[src/rtl/mem_arb_pkg.sv]
// Shared types and defaults for the two-port RAM arbiter.
package mem_arb_pkg;

  localparam int unsigned DefAddrW = 9;
  localparam int unsigned DefDataW = 32;

  typedef enum logic [1:0] {
    StIdle = 2'd0,
    StAcc  = 2'd1,
    StWait = 2'd2,
    StResp = 2'd3
  } arb_state_e;

  typedef enum logic {
    OwnCpu = 1'b0,
    OwnDbg = 1'b1
  } owner_e;

endpackage

[src/rtl/rr_pick2.sv]
// Combinational 2-way round-robin picker; lock masks out the CPU request.
module rr_pick2
  import mem_arb_pkg::*;
(
  input  logic [1:0] req,
  input  owner_e     last,
  input  logic       lock,
  output logic       gnt_valid,
  output owner_e     gnt_id
);

  logic [1:0] elig;

  always_comb begin
    elig      = lock ? {req[1], 1'b0} : req;
    gnt_valid = |elig;
    gnt_id    = OwnCpu;
    if (elig == 2'b11) begin
      gnt_id = (last == OwnCpu) ? OwnDbg : OwnCpu;
    end else if (elig[1]) begin
      gnt_id = OwnDbg;
    end
  end

endmodule

[src/rtl/mem_port_arbiter.sv]
// Shares one single-port synchronous RAM between the CPU memory stage and a debug port.
module mem_port_arbiter
  import mem_arb_pkg::*;
#(
  parameter int unsigned ADDR_W = DefAddrW,
  parameter int unsigned DATA_W = DefDataW,
  parameter int unsigned RD_LAT = 1
) (
  input  logic              clk,
  input  logic              reset,
  input  logic              cpu_req,
  input  logic              cpu_we,
  input  logic [ADDR_W-1:0] cpu_addr,
  input  logic [DATA_W-1:0] cpu_wdata,
  output logic [DATA_W-1:0] cpu_rdata,
  output logic              cpu_ack,
  output logic              cpu_stall,
  input  logic              dbg_req,
  input  logic              dbg_we,
  input  logic [ADDR_W-1:0] dbg_addr,
  input  logic [DATA_W-1:0] dbg_wdata,
  output logic [DATA_W-1:0] dbg_rdata,
  output logic              dbg_ack,
  input  logic              dbg_lock,
  output logic [ADDR_W-1:0] ram_addr,
  output logic              ram_we,
  output logic [DATA_W-1:0] ram_wdata,
  input  logic [DATA_W-1:0] ram_rdata
);

  arb_state_e        state_q, state_d;
  owner_e            owner_q, owner_d;
  owner_e            last_q, last_d;
  logic              op_we_q, op_we_d;
  logic [1:0]        cnt_q, cnt_d;
  logic [ADDR_W-1:0] ram_addr_q, ram_addr_d;
  logic              ram_we_q, ram_we_d;
  logic [DATA_W-1:0] ram_wdata_q, ram_wdata_d;
  logic [DATA_W-1:0] cpu_rdata_q, cpu_rdata_d;
  logic [DATA_W-1:0] dbg_rdata_q, dbg_rdata_d;

  logic   gnt_valid;
  owner_e gnt_id;

  rr_pick2 u_pick (
    .req      ({dbg_req, cpu_req}),
    .last     (last_q),
    .lock     (dbg_lock),
    .gnt_valid(gnt_valid),
    .gnt_id   (gnt_id)
  );

  always_comb begin
    state_d     = state_q;
    owner_d     = owner_q;
    last_d      = last_q;
    op_we_d     = op_we_q;
    cnt_d       = cnt_q;
    ram_addr_d  = ram_addr_q;
    ram_we_d    = 1'b0;
    ram_wdata_d = ram_wdata_q;
    cpu_rdata_d = cpu_rdata_q;
    dbg_rdata_d = dbg_rdata_q;

    unique case (state_q)
      StIdle: begin
        if (gnt_valid) begin
          state_d = StAcc;
          owner_d = gnt_id;
          last_d  = gnt_id;
          if (gnt_id == OwnDbg) begin
            ram_addr_d  = dbg_addr;
            ram_wdata_d = dbg_wdata;
            op_we_d     = dbg_we;
          end else begin
            ram_addr_d  = cpu_addr;
            ram_wdata_d = cpu_wdata;
            op_we_d     = cpu_we;
          end
          ram_we_d = op_we_d;
        end
      end
      StAcc: begin
        cnt_d   = 2'd0;
        state_d = op_we_q ? StResp : StWait;
      end
      StWait: begin
        // RAM latched the address on the ACC->WAIT edge; data is valid in the last WAIT cycle.
        if (cnt_q == 2'(RD_LAT - 1)) begin
          state_d = StResp;
          if (owner_q == OwnDbg) begin
            dbg_rdata_d = ram_rdata;
          end else begin
            cpu_rdata_d = ram_rdata;
          end
        end else begin
          cnt_d = cnt_q + 2'd1;
        end
      end
      StResp: begin
        state_d = StIdle;
      end
      default: begin
        state_d = StIdle;
      end
    endcase
  end

  always_ff @(posedge clk) begin
    if (reset) begin
      state_q     <= StIdle;
      owner_q     <= OwnCpu;
      last_q      <= OwnDbg;
      op_we_q     <= 1'b0;
      cnt_q       <= 2'd0;
      ram_addr_q  <= '0;
      ram_we_q    <= 1'b0;
      ram_wdata_q <= '0;
      cpu_rdata_q <= '0;
      dbg_rdata_q <= '0;
    end else begin
      state_q     <= state_d;
      owner_q     <= owner_d;
      last_q      <= last_d;
      op_we_q     <= op_we_d;
      cnt_q       <= cnt_d;
      ram_addr_q  <= ram_addr_d;
      ram_we_q    <= ram_we_d;
      ram_wdata_q <= ram_wdata_d;
      cpu_rdata_q <= cpu_rdata_d;
      dbg_rdata_q <= dbg_rdata_d;
    end
  end

  assign cpu_ack   = (state_q == StResp) && (owner_q == OwnCpu);
  assign dbg_ack   = (state_q == StResp) && (owner_q == OwnDbg);
  assign cpu_stall = cpu_req & ~cpu_ack;
  assign cpu_rdata = cpu_rdata_q;
  assign dbg_rdata = dbg_rdata_q;
  assign ram_addr  = ram_addr_q;
  assign ram_we    = ram_we_q;
  assign ram_wdata = ram_wdata_q;

endmodule

[config.mk]
export PLATFORM = sky130hd
export DESIGN_NAME = mem_port_arbiter
export DESIGN_NICKNAME = d
export VERILOG_FILES = /design/src/rtl/mem_arb_pkg.sv /design/src/rtl/rr_pick2.sv /design/src/rtl/mem_port_arbiter.sv
export SDC_FILE = /design/constraint.sdc
export NUM_CORES = 1
export LEC_CHECK = 0
export ABC_AREA = 0
export CAP_MARGIN = 15
export CORE_MARGIN = 4
export CORE_UTILIZATION = 38
export CTS_BUF_LIST = sky130_fd_sc_hd__clkbuf_4 sky130_fd_sc_hd__clkbuf_8
export DETAILED_ROUTE_END_ITERATION = 10
export PLACE_DENSITY = 0.85
export SETUP_SLACK_MARGIN = 0.3
export SYNTH_ARGS = -nofsm -noshare
export SYNTH_HDL_FRONTEND = slang
export SYNTH_SLANG_ARGS = --single-unit
[constraint.sdc]
create_clock -name clk -period 1.4 [get_ports clk]
set_input_delay 0.28 -clock clk [delete_from_list [all_inputs] [get_ports clk]]
set_output_delay 0.28 -clock clk [all_outputs]
set_load 0.01 [all_outputs]
# == Word level (Yosys, flattened, before mapping) ==
# Index checks and enable logic that the tools add are counted.
# totals
in_bits,121
regBits,113
# op_classes
addsub,1
muxes,13
n_reduce_logical,12
eq_ne,7
bitwise,5
# ops
op,count
2-to-1 mux 32 bit,1
2-to-1 mux 9 bit,1
case mux 2 bit (4 select lines),1
"== test 2 bit, second input constant",3
2-to-1 mux 1 bit,6
2-to-1 mux 2 bit,3
"!= test 2 bit, second input constant",3
AND reduction 2 bit,3
AND reduction 3 bit,2
logical NOT 2 bit,2
inverter 1 bit,4
case mux 2 bit (2 select lines),1
OR reduction 3 bit,1
"adder 2 x 1 -> 2 bit, second input constant",1
"== test 2 x 1 -> 1 bit, second input constant",1
logical AND 1 bit,2
nonzero test 2 bit,1
OR reduction 2 bit,1
bitwise AND 1 bit,1

# == Depth between registers and ports, before layout ==
# Gate-level depths: netlist of run 1.
# logic_depth
ltp_word,4
mapped_depth,7

# == By module ==
# A second synthesis of run 1 with hierarchy kept.
# unflattened
cells_unflattened,519
area_unflattened_um2,4664.5
# modules_own_cells
module,instances,area_each_um2,seq_area_each_um2,cells_per_inst
mem_port_arbiter,1,4636.9,2262.2,515
rr_pick2,1,27.5,0.0,4

# == Worst setup path after synthesis of run 1 ==
# Ideal clock, no wire load.
# synth_timing
kind,register to register
startpoint,reg state_q[0]
endpoint,reg state_q[1]
synth_period_minus_slack_ns,1.503
path_slack_ns,-0.103
t_arrival_ns,1.376
setup_ns,0.128
n_path_buf,0
path_stages_with_launch,7
path_cell_list,dfxtp_1 -> inv_1 -> ha_1 -> inv_1 -> o32a_1 -> mux2i_1 -> nor2_1
# synth_via
elab_chain_cells,3
elab_cells_between_ends,8
classes_between,eq/ne (5); mux (1); reduce/logical (2)
# synth_rtl
item,line,rtl
from (decl),mem_port_arbiter.sv:31,"arb_state_e state_q, state_d;"
from (signal assigned),mem_port_arbiter.sv:111,state_q <= StIdle;
from (signal assigned),mem_port_arbiter.sv:122,state_q <= state_d;
== test 2 bit or logical NOT 2 bit (tied branches),mem_port_arbiter.sv:65,unique case (state_q)
!= test 2 bit (no source line),n/a,
AND reduction 2 bit (no source line),n/a,
# Several ways; a longest one is shown, not always the timed one.
# A chain may end at the register's enable or synchronous reset.

# == Worst setup path after layout of run 1 ==
# layout_timing
startpoint,reg state_q[0]
endpoint,"reg cpu_rdata_q[24], in the netlist cpu_rdata[24]"
# layout_via
elab_chain_cells,2
# layout_rtl
item,line,rtl
== test 2 bit,mem_port_arbiter.sv:65,
AND reduction 3 bit (no source line),n/a,
to (signal assigned),mem_port_arbiter.sv:130,cpu_rdata_q <= cpu_rdata_d;
to (decl),mem_port_arbiter.sv:39,"logic [DATA_W-1:0] cpu_rdata_q, cpu_rdata_d;"
# No other way between the ends.

==> impl_metrics.tcl, run 1 <==
set metrics [dict create \
    status "finished, violations left" \
    violations "negative setup slack" \
    required_ns 1.75 \
    route.final.wire_length_um 20400 \
    drc 0 \
    viasPerCell 5.25 \
    firstDrtPassIters 5 \
    drtIter0Drc 413 \
    ys_ff_latch 113 \
    numPortBuffers 229 \
    syn_avg_cell_area_sq_um 8.42 \
    final_util_pct 77.6 \
    final_common_cell "nand2_1" \
    grt_pass1_wl_um 31400 \
    grt_antenna_before_repair 1 \
    clkTransAtPathRegs_ns 0.07 \
    maxSlewViolCount 0 \
    p_int_mw 10.7 \
    synthFlopType "dfxtp_1" \
    die_x_um 120 \
    clock_latency_ns 0.43 \
    synth_area_sq_um 4720 \
    seqPwrFrac_pct 27.7 \
    nFillCells 766 \
    maxCapViolCount 0 \
    io_pins 230 \
    power_switching_mw 5.98 \
    synth-edff-count 0 \
    clock_sinks 113 \
    die_h_um 120 \
    cts-buffers-inserted 17 \
    hold_ws_ns 0.356 \
    gp_congestion 0.815 \
    holdCritStartpoint "reset" \
    ff2ff_setup_slack_ns -0.19 \
    wl_per_cell_um 19.7 \
    final-hold-violation-count 0 \
    yosysSeqAreaShare_pct 47.9 \
    dp_hpwl_um 11500 \
    rr_worst_depth 9 \
    hold_class "input pin to flip-flop" \
    grt_pass1_vias 5881 \
    grt_usage_pct 27.9 \
    fin_crit_ns 1.59 \
    switching_share_pct 35.8 \
    clock-skew-final_ns 0.0115 \
    worstMarginPinSlew_ns 0.593 \
    cp_data_arrival_time_ns 1.94 \
    worst_slack_ns -0.189 \
    syn_nets 688 \
    antenna_left 0 \
    die_area_sq_um 14300 \
    crit_type "flip-flop to flip-flop" \
    critPathLaunchType "flip-flop" \
    p_leak_nw 3.65 \
    root_buffer "clkbuf_8" \
    fin_setup_tns_ns -10.83 \
    powerDensity_nw_per_um2 1780 \
    relSlewSlack_pct 60.4 \
    overflow 0 \
    setup_viol 111 \
    drive_gt1_share_pct 58.5 \
    h-tree-depth 4 \
    syn_inst 561 \
    worstReg2RegStart "state_q[0]$_SDFFE_PP0P_" \
    r2r-end "cpu_rdata[24]$_SDFFE_PP0P_" \
    clk_path_buf_depth 2 \
    start_util_pct 39.0 \
    hold_buffers 0 \
    nets 981 \
    synth_cell_type_count 29 \
    areaGrowthSynthToFinish_pct 99.0 \
    yosysWarningCount 0 \
    cp-end-kind "flip-flop" \
    rows 40 \
    dp_slack_ns -0.408 \
    clockPowerShare_pct 19.4 \
    vias 5433 \
    cp_max_fo 8 \
    min_path_cells 2 \
    coreArea_sq_um 12100 \
    multiInputGateArea_sq_um 2680 \
    p_comb_share_pct 52.9 \
    mostFrequentLayoutCells "nand2_1 (142), buf_6 (120), clkdlybuf4s50_1 (119)" \
    ir_worst_vdd_uv 1140 \
    power_mw 16.7 \
    max_freq_mhz 629 \
    cts_tree "built" \
    grt_max_degree 38 \
    ys_async_sr_fraction_pct 0 \
    whs_endpoint "cpu_rdata[5]$_SDFFE_PP0P_" \
    regArea_sq_um 2400 \
    rsz0062_at_grt "yes" \
    period_share_pct 114 \
]
synth_stat cells (2+ instances only):
| cell type | count | share of area (%) |
|---|---|---|
| a211oi_1 | 3 | 0.48 |
| a211oi_2 | 39 | 10 |
| a21oi_1 | 87 | 9.2 |
| a21oi_2 | 18 | 3.3 |
| a22oi_1 | 2 | 0.32 |
| and2_1 | 2 | 0.26 |
| buf_1 | 7 | 0.56 |
| buf_2 | 10 | 1.1 |
| buf_4 | 8 | 1.3 |
| buf_6 | 4 | 0.95 |
| clkbuf_1 | 14 | 1.1 |
| dfxtp_1 | 113 | 48 |
| ha_1 | 6 | 1.6 |
| inv_1 | 7 | 0.56 |
| mux2i_1 | 3 | 0.64 |
| nand2_1 | 172 | 14 |
| nand3_1 | 2 | 0.21 |
| nor2_1 | 49 | 3.9 |
| nor2b_1 | 3 | 0.40 |
| nor3_1 | 3 | 0.32 |
stage by stage:
stage,cell area [sq um],std cells
after floorplan,4980,561
after detailed placement,7510,939
final,9400,1035
after global placement,7510,939
after global routing,9400,1035
after CTS,9190,1032
cell families after synthesis:
logic type      synth area share (%)
compound gates                  25.0
simple gates                    19.4
mux                            0.636
buf+inv                         5.51
fa+ha+maj                       1.59
flops                           47.9
critical path: stages, from the launching register on:
cell and delay (ns):
dfxtp_4 0.35, buf_4 0.15, inv_6 0.07, ha_4 0.16, nand2_4 0.07, nor2_4 0.19
buf_12 0.15, buf_16 0.13, nand2_1 0.08, a21oi_2 0.16
how the worst max path moves through the flow:
stage	cells past startpoint	startpoint	endpoint
2_1_floorplan	6	state_q[1]$_SDFFE_PP0P_	state_q[1]$_SDFFE_PP0P_
3_3_place_gp	5	dbg_req	ram_wdata[1]$_SDFFE_PP0P_
3_5_place_dp	5	dbg_req	ram_wdata[3]$_SDFFE_PP0P_
4_1_cts	4	state_q[1]$_SDFFE_PP0P_	cpu_stall
5_1_grt	9	state_q[0]$_SDFFE_PP0P_	cpu_rdata[24]$_SDFFE_PP0P_
6_report	9	state_q[0]$_SDFFE_PP0P_	cpu_rdata[24]$_SDFFE_PP0P_
metal layers:
metal	global-route usage, %	vias to the layer above	wire length [um]	share of wire, %
li1	-	2478	-	-
met1	30.6	2609	7490	37
met2	49.0	270	10700	52
met3	6.27	76	1230	6.0
met4	16.9	0	1030	5.1
met5	0	-	0	0
state kept, by name, indices dropped and copies added (netlist names):
signal     flops
cpu_rdata     32
dbg_rdata     32
ram_wdata     32
ram_addr       9
cnt_q          2
state_q        2
last_q         1
op_we_q        1
owner_q        1
ram_we         1
final cells by class:
class | instances | share of cell area (%)
repair buffers | 317 | 38.9
well taps | 168 | 2.24
inverters | 7 | 0.359
clock inverters | 10 | 1.44
clock buffers | 21 | 2.94
flip-flops and latches | 113 | 25.6
multi-input cells | 398 | 28.6
diodes | 1 | 0.0266
power by group through the flow:
stage / combinational, mW / sequential (mW) / clock [mW]
after global routing: 9.33 / 4.70 / 3.43
after detailed placement: 5.89 / 4.47 / 0
after CTS: 8.47 / 4.59 / 3.26
after floorplan: 3.20 / 4.73 / 0
final: 8.84 / 4.63 / 3.25
after global placement: 5.71 / 4.43 / 0
what timing repair did:
item,4_1_cts,5_1_grt
pin swaps,8,27
buffers inserted,46,2
setup endpoints to repair,222,222
gates cloned,16,0
resized for setup,715,59
(Power assumes the default switching activity.)
==> run 2, diff against run 1 <==
- CORE_ASPECT_RATIO: unset -> 1.1
==> run 2 against run 1 <==
Against the previous run:
- the flow still finishes with violations (negative setup slack)
- global-route usage is 3.5 points lower
- combinational power decreased by 3.3%
- sequential power about the same
- cell area shrank 1.3%
==> impl_metrics.tcl, run 2 (same netlist as run 1, synthesis figures left out) <==
set metrics [dict create \
    instances_no_fill 1032 \
    violations "negative setup slack" \
    grt_pass1_wl_um 28000 \
    r2r-end "ram_wdata[10]$_SDFFE_PP0P_" \
    drc 0 \
    cp_max_fo 8 \
    setup_viol 111 \
    critPathLaunchType "flip-flop" \
    areaGrowthSynthToFinish_pct 96.5 \
    ff2ff_setup_slack_ns -0.23 \
    drtIter0Drc 311 \
    powerDensity_nw_per_um2 1770 \
    nets 992 \
    status "finished, violations left" \
    coreArea_sq_um 12100 \
    fin_setup_tns_ns -10.15 \
    power_mw 16.4 \
    grt_antenna_before_repair 0 \
    hold_buffers 0 \
    drive_gt1_share_pct 54.8 \
    cp_data_arrival_time_ns 1.94 \
    clkTransAtPathRegs_ns 0.07 \
    mostFrequentLayoutCells "nand2_1 (169), clkdlybuf4s50_1 (119), buf_6 (118)" \
    rr_worst_depth 8 \
    overflow 0 \
    grt_usage_pct 24.4 \
    antenna_left 0 \
    die_h_um 125 \
    met2_usage_pct 43.0 \
    route.final.wire_length_um 19800 \
    cp-end-kind "flip-flop" \
    wl_per_cell_um 19.2 \
    hold_class "input pin to flip-flop" \
    worst_path_max_delay_cell "dfxtp_2" \
    worstMarginPinSlew_ns 0.350 \
    period_share_pct 116 \
    grtUsageMet1_pct 26.9 \
    grt_pass1_vias 5496 \
    viasPerCell 5.20 \
    final-hold-violation-count 0 \
    regArea_sq_um 2400 \
    whs_endpoint "cnt_q[1]$_SDFFE_PP0P_" \
    p_leak_nw 3.65 \
    worst_slack_ns -0.227 \
    clk_path_buf_depth 2 \
    use_met3_pct 9.62 \
    rsz0062_at_grt "yes" \
    maxCapViolCount 0 \
    relSlewSlack_pct 76.6 \
    h-tree-depth 4 \
    ir_worst_vdd_uv 1110 \
    required_ns 1.72 \
    final_common_cell "nand2_1" \
    n_antenna_cell 0 \
    clock_sinks 113 \
    die_x_um 114 \
    numPlacedInstances 921 \
    vias 5366 \
    busiest_layer "met2" \
    max_freq_mhz 615 \
    holdCritStartpoint "reset" \
    dp_hpwl_um 11000 \
    crit_chain "buf_6 > inv_6 > ha_4 > buf_12 > o21ai_4 > clkbuf_16 > a21oi_2 > a211oi_2" \
    root_buffer "clkbuf_8" \
    nFillCells 706 \
    start_util_pct 39.1 \
    multiInputGateArea_sq_um 2590 \
    firstDrtPassIters 7 \
    maxSlewViolCount 0 \
    fin_crit_ns 1.63 \
    numPortBuffers 229 \
    io_pins 230 \
    slowest_delay_ns 0.37 \
    cts-buffers-inserted 17 \
    die_area_sq_um 14300 \
    min_path_cells 2 \
    cts_tree "built" \
    clock-skew-final_ns 0.0131 \
    rows 42 \
    grt_max_degree 52 \
    crit_type "flip-flop to flip-flop" \
    clock_latency_ns 0.42 \
    crit_path_start "state_q[0]$_SDFFE_PP0P_" \
    worstReg2RegStart "state_q[0]$_SDFFE_PP0P_" \
    gp_congestion 0.907 \
]
[run 2: cell count changes in the layout (fill, tap and decap cells not counted), moves of 9 or more]
cell	change
nand2_1	+27
buf_4	+19
a21oi_1	+12
buf_16	-9
nand2_2	-26
a21oi_2	-13
[run 2: cell type report]
class                      count  area share (%)
timing repair buffer         328            39.3
multi-input combinational    398            27.9
sequential                   113            25.9
clock buffer                  19            2.68
tap                          154            2.08
clock inverter                13            1.77
inverter                       7           0.391
[run 2: power breakdown]
| part | switching (mW) | leakage (nW) | internal [mW] | total (mW) |
|---|---|---|---|---|
| registers | 0.566 | 0.969 | 4.06 | 4.63 |
| logic | 3.88 | 2.48 | 4.68 | 8.55 |
| clock network | 1.42 | 0.195 | 1.80 | 3.22 |
| total | 5.86 | 3.65 | 10.5 | 16.4 |
[run 2: per-stage QoR]
| stage | utilization [%] | hold WS (ns) | setup WS, ns | instance area (sq um) |
|---|---|---|---|---|
| after floorplan | - | 0.416 | 0.112 | 4980 |
| after global placement | 61.6 | 0.441 | -0.369 | 7450 |
| after detailed placement | 61.6 | 0.448 | -0.414 | 7450 |
| after CTS | 72.5 | 0.207 | -0.170 | 8770 |
| after global routing | 76.8 | 0.228 | -0.270 | 9280 |
| final | 76.8 | 0.226 | -0.227 | 9280 |
[run 2: repair_timing]
item	CTS	global route
buffers inserted	35	28
pin swaps	10	15
cloned	8	8
gates resized for setup	691	34
setup endpoints to repair	222	222
[run 2: worst max-delay path by stage]
stage	to	slack, ns	cells after the start
6_report	ram_wdata[10]$_SDFFE_PP0P_	-0.23	8
3_5_place_dp	ram_wdata[5]$_SDFFE_PP0P_	-0.41	6
3_3_place_gp	cpu_stall	-0.37	3
4_1_cts	cpu_stall	-0.17	4
2_1_floorplan	state_q[1]$_SDFFE_PP0P_	0.11	6
5_1_grt	ram_wdata[10]$_SDFFE_PP0P_	-0.27	8
[run 2: critical path, delay by kind of cell (launching register included)]
| kind | cells | cell delay, ns |
|---|---|---|
| fa+ha+maj | 1 | 0.17 |
| flops | 1 | 0.37 |
| compound gates | 3 | 0.44 |
| buf+inv | 4 | 0.54 |
[run 2: metal layers]
metal	wire [um]	part of all wire [%]	up-vias
met3	1810	9.1	43
met2	10100	51	277
met1	7510	38	2556
li1	-	-	2490
met4	388	2.0	0
met5	0	0	-
